### src/rtl/regfile_bist_pkg.sv
// Shared types and helpers for the register-file BIST initiator.
// Consumed by regfile_bist_ctrl and regfile_bist_addr_ctr.
package regfile_bist_pkg;

    typedef enum logic [1:0] {
        IDLE = 2'd0,
        WR   = 2'd1,
        RD   = 2'd2,
        DONE = 2'd3
    } state_t;

    localparam int NPHASES  = 4;
    localparam int EXP_MAXW = 32;

    // Expected entry value: pattern xor address, inverted on the second pass.
    // Callers pass zero-extended operands and keep the low nbits of the result.
    function automatic logic [EXP_MAXW-1:0] exp_data(
        input logic                p,
        input logic [EXP_MAXW-1:0] pat,
        input logic [EXP_MAXW-1:0] addr,
        input int                  nbits
    );
        logic [EXP_MAXW-1:0] mask;
        mask = (nbits >= EXP_MAXW) ? '1 : ((EXP_MAXW'(1) << nbits) - EXP_MAXW'(1));
        return (p ? ~(pat ^ addr) : (pat ^ addr)) & mask;
    endfunction

endpackage

### src/rtl/regfile_bist_addr_ctr.sv
// Address walk counter: clear, enable, and a flag marking the last entry.
module regfile_bist_addr_ctr #(
    parameter int AW   = 2,
    parameter int LAST = 3
) (
    input  logic          clk,
    input  logic          rst,
    input  logic          clr,
    input  logic          en,
    output logic [AW-1:0] cnt,
    output logic          last
);
    import regfile_bist_pkg::*;

    always_ff @(posedge clk) begin
        if (rst || clr) begin
            cnt <= '0;
        end else if (en) begin
            cnt <= cnt + AW'(1);
        end
    end

    assign last = (cnt == AW'(LAST));

endmodule

### src/rtl/regfile_bist_ctrl.sv
// BIST initiator for a 1R/1W register file: write/read-back walk, true then inverted data.
// Build option: REGFILE_BIST_STOP_ON_FAIL_EN ends the run at the first read mismatch.
module regfile_bist_ctrl
    import regfile_bist_pkg::*;
#(
    parameter int  NREGS = 4,
    parameter int  NBITS = 4,
    localparam int AW    = $clog2(NREGS)
) (
    input  logic             clk,
    input  logic             rst,
    input  logic             start,
    input  logic [NBITS-1:0] pattern,
    output logic             rf_wen,
    output logic [AW-1:0]    rf_waddr,
    output logic [NBITS-1:0] rf_wdata,
    output logic [AW-1:0]    rf_raddr,
    input  logic [NBITS-1:0] rf_rdata,
    output logic             busy,
    output logic             done,
    output logic             pass,
    output logic [AW-1:0]    fail_addr
);

`ifdef REGFILE_BIST_STOP_ON_FAIL_EN
    localparam bit STOP_ON_FAIL = 1'b1;
`else
    localparam bit STOP_ON_FAIL = 1'b0;
`endif

    localparam int          PW      = $clog2(NPHASES);
    localparam logic [PW-1:0] PH_LAST = PW'(NPHASES - 1);

    state_t           state, state_nxt;
    logic [AW-1:0]    addr;
    logic             addr_last;
    logic [PW-1:0]    phase;
    logic [NBITS-1:0] pat_q;
    logic [NBITS-1:0] exp_d;
    logic             fail_q;
    logic [AW-1:0]    fail_addr_q;
    logic             start_acc;
    logic             walking;
    logic             mismatch;

    assign start_acc = ((state == IDLE) || (state == DONE)) && start;
    assign walking   = (state == WR) || (state == RD);

    // Phase bit 1 selects the inverted-data pass; bit 0 is write vs read.
    assign exp_d    = NBITS'(exp_data(phase[PW-1], EXP_MAXW'(pat_q), EXP_MAXW'(addr), NBITS));
    assign mismatch = (state == RD) && (rf_rdata != exp_d);

    regfile_bist_addr_ctr #(
        .AW   (AW),
        .LAST (NREGS - 1)
    ) u_addr_ctr (
        .clk  (clk),
        .rst  (rst),
        .clr  (start_acc),
        .en   (walking),
        .cnt  (addr),
        .last (addr_last)
    );

    always_ff @(posedge clk) begin
        if (rst) begin
            state <= IDLE;
        end else begin
            state <= state_nxt;
        end
    end

    always_comb begin
        state_nxt = state;
        case (state)
            IDLE, DONE: if (start) state_nxt = WR;
            WR:         if (addr_last) state_nxt = RD;
            RD: begin
                if (addr_last) state_nxt = (phase == PH_LAST) ? DONE : WR;
                if (STOP_ON_FAIL && mismatch) state_nxt = DONE;
            end
            default:    state_nxt = IDLE;
        endcase
    end

    always_ff @(posedge clk) begin
        if (rst) begin
            phase       <= '0;
            pat_q       <= '0;
            fail_q      <= 1'b0;
            fail_addr_q <= '0;
        end else if (start_acc) begin
            phase       <= '0;
            pat_q       <= pattern;
            fail_q      <= 1'b0;
            fail_addr_q <= '0;
        end else begin
            if (walking && addr_last) phase <= phase + PW'(1);
            // Only the first mismatch of a run is recorded.
            if (mismatch && !fail_q) begin
                fail_q      <= 1'b1;
                fail_addr_q <= addr;
            end
        end
    end

    always_comb begin
        rf_wen    = 1'b0;
        rf_waddr  = '0;
        rf_wdata  = '0;
        rf_raddr  = '0;
        busy      = walking;
        done      = (state == DONE);
        pass      = (state == DONE) && !fail_q;
        fail_addr = fail_addr_q;
        if (state == WR) begin
            rf_wen   = 1'b1;
            rf_waddr = addr;
            rf_wdata = exp_d;
        end
        if (state == RD) begin
            rf_raddr = addr;
        end
    end

endmodule

### config.mk
export PLATFORM = sky130hd
export DESIGN_NAME = regfile_bist_ctrl
export DESIGN_NICKNAME = d
export VERILOG_FILES = /design/src/rtl/regfile_bist_pkg.sv /design/src/rtl/regfile_bist_addr_ctr.sv /design/src/rtl/regfile_bist_ctrl.sv
export SDC_FILE = /design/constraint.sdc
export NUM_CORES = 1
export LEC_CHECK = 0
export CAP_MARGIN = 20
export CORE_ASPECT_RATIO = 0.9
export CORE_UTILIZATION = 40
export DETAILED_ROUTE_END_ITERATION = 16
export GPL_TIMING_DRIVEN = 0
export PLACE_DENSITY = 0.83
export SLEW_MARGIN = 10
export SYNTH_ARGS = -nofsm -noshare
export SYNTH_HDL_FRONTEND = slang
export SYNTH_HIERARCHICAL = 1
export SYNTH_SLANG_ARGS = --single-unit
### constraint.sdc
create_clock -name clk -period 1.4 [get_ports clk]
set_input_delay 0.28 -clock clk [delete_from_list [all_inputs] [get_ports clk]]
set_output_delay 0.28 -clock clk [all_outputs]
set_load 0.02 [all_outputs]
==> results_dict.tcl <==
set metrics [dict create \
    synthTopCellsByArea "dfxtp_1, ha_1, nand2_1" \
    yosysWarnings 6 \
    overflow 0 \
    synth-seq-cells 13 \
    setup_violations 12 \
    crit_type "reg -> out" \
    wl_mm 1.87 \
    critPathLaunch "u_addr_ctr/cnt[0]$_SDFFE_PP0P_" \
    wl_per_cell_um 12.6 \
    ys_seq_area_share_pct 33.9 \
    die_area_um2 2100 \
    port_buffers 24 \
    grt_pass1_wl_mm 2.90 \
    fmax_mhz 614 \
    avgSynthCellArea_um2 8.72 \
    violations "negative setup slack" \
    period_share_pct 116 \
    startpoint_type "flip-flop" \
    hold_viol_final 0 \
    slew_violations 0 \
    grt_setup_unrepaired "yes" \
    cts_buffer_depth 2 \
    leakage_uw 0.000556 \
    track_usage_pct 20.9 \
    min-delay-start "pat_q[0]$_SDFFE_PP0P_" \
    clkTransAtPathRegs_ps 80 \
    fin_nets 141 \
    initial_core_util_pct 44.2 \
    cp.arrival_ps 1350 \
    finalNonFillerCells 148 \
    ir_drop_mv 0.715 \
    finClkSkew_ps 4.49 \
    rows 14 \
    detail_route.first_pass.iterations 4 \
    cts_root_buffer "clkbuf_4" \
    remaining_drc_errors 0 \
    power_density_nw_per_um2 737 \
    grt_max_degree 10 \
    syn_inst 88 \
    final_cell_mix "buf_6, nand2_1, clkdlybuf4s50_1, buf_4, and2_4" \
    clock_sink_count 13 \
    tightest_slew_ps 462 \
    coreArea_um2 1730 \
    vias 728 \
    h-tree-depth 1 \
    synth_top_area_share_pct 33.9 \
    crit_fanout 6 \
    critical_path.endpoint_type "primary output" \
    layout-drive-gt1-share_pct 46.0 \
    synthDistinctLibCells 26 \
    drt-initial-drc-count 14 \
    hpwl_mm 1.22 \
    grt_pass1_vias 645 \
    fin_ws_ps -228 \
    cap_viol_max_count 0 \
    die_h_um 43.5 \
    status "finished, violations left" \
    cts_buffers 3 \
    syn_nets 104 \
    period_needed_ps 1630 \
    max_slew_margin_pct 69.2 \
    yosysTopAreaCell "dfxtp_1" \
    antenna_cells 0 \
    syn-cell-area_um2 767 \
    dp.cells 136 \
    area_growth_pct 62.5 \
    tns_ps -1410 \
    hold_buffers 0 \
    hp-class "reg -> reg" \
    die_w_um 48.2 \
    cp.required_ps 1120 \
    place_congestion 0.734 \
    insertion_delay_ps 280 \
    reg2reg_from "u_addr_ctr/cnt[0]$_SDFFE_PP0P_" \
    viasPerCell 4.92 \
    drt.antenna.violating_nets 0 \
    antenna_found_initial 0 \
    cts_tree "done" \
    io_pins 25 \
]
-- Yosys cell counts, drive strengths merged --
cell type	n
o21ai	2
dfxtp	13
nor3	2
inv	4
nand2	12
o211ai	2
o21a	1
nor2b	5
a21oi	7
buf	2
xnor2	3
xor2	4
and2	6
nand3	1
a211oi	2
xnor3	2
and3	1
a32oi	1
nor2	7
mux2i	1
nand2b	2
nand4b	2
or3	1
ha	5
-- kinds of logic after synthesis --
logic type	Yosys count	synth area share [%]
compound gates	15	12.6
xor+xnor	9	13.9
fa+ha+maj	5	8.16
buf+inv	6	3.10
flops	13	33.9
mux	1	1.31
simple gates	39	27.1
-- routing by layer --
layer	wire length, um	vias to the layer above	global-route usage, %
met1	772	338	24.4
met4	24	0	6.67
met5	0	-	0
met2	997	18	34.7
met3	73	4	7.50
li1	-	368	-
-- timing repair --
item | CTS | global route
setup buffers | 9 | 0
endpoints found under the setup margin | 23 | 22
pin swaps | 8 | 5
resized for setup | 91 | 20
-- metrics by stage --
step | setup slack [ps] | area, um^2 | util, % | total power, uW | hold slack, ps
floorplan | -69.7 | 772 | - | 531 | 343
global placement | -564 | 1040 | 60.1 | 607 | 444
global route | -302 | 1250 | 71.9 | 964 | 490
finish | -228 | 1250 | 71.9 | 919 | 459
detailed placement | -573 | 1040 | 60.1 | 611 | 458
CTS | -223 | 1200 | 69.2 | 900 | 470
-- power by group --
| part | switching (uW) | internal [uW] |
|---|---|---|
| logic | 128 | 149 |
| registers | 18.8 | 383 |
| clock network | 129 | 111 |
| total | 276 | 642 |
-- layout make-up --
type	count	area, um^2
buffer	2	15.0
clock buffer	4	26.3
fill	128	488
inverter	4	20.0
multi-input combinational	69	576
sequential	13	278
tap	24	30.0
timing repair buffer	32	302
-- registers in the layout (all words and copies together) (netlist names) --
name            cells
fail_q              1
phase               2
fail_addr           2
pat_q               4
state               2
u_addr_ctr/cnt      2
-- worst max-delay path: stages, from the launching register on --
cell and delay, ps:
dfxtp_4 380, xnor3_1 390, nor2b_1 140, buf_4 150
-- final timing paths --
check,to,slack [ps],cells past startpoint
worst max-delay path,rf_wdata[0],-230,3
worst min-delay path,pat_q[0]$_SDFFE_PP0P_,460,2
worst max register to register,fail_q$_SDFFE_PP0P_,-180,5
worst min register to register,pat_q[0]$_SDFFE_PP0P_,460,2
Note: power is estimated with default switching activity, not from simulation.
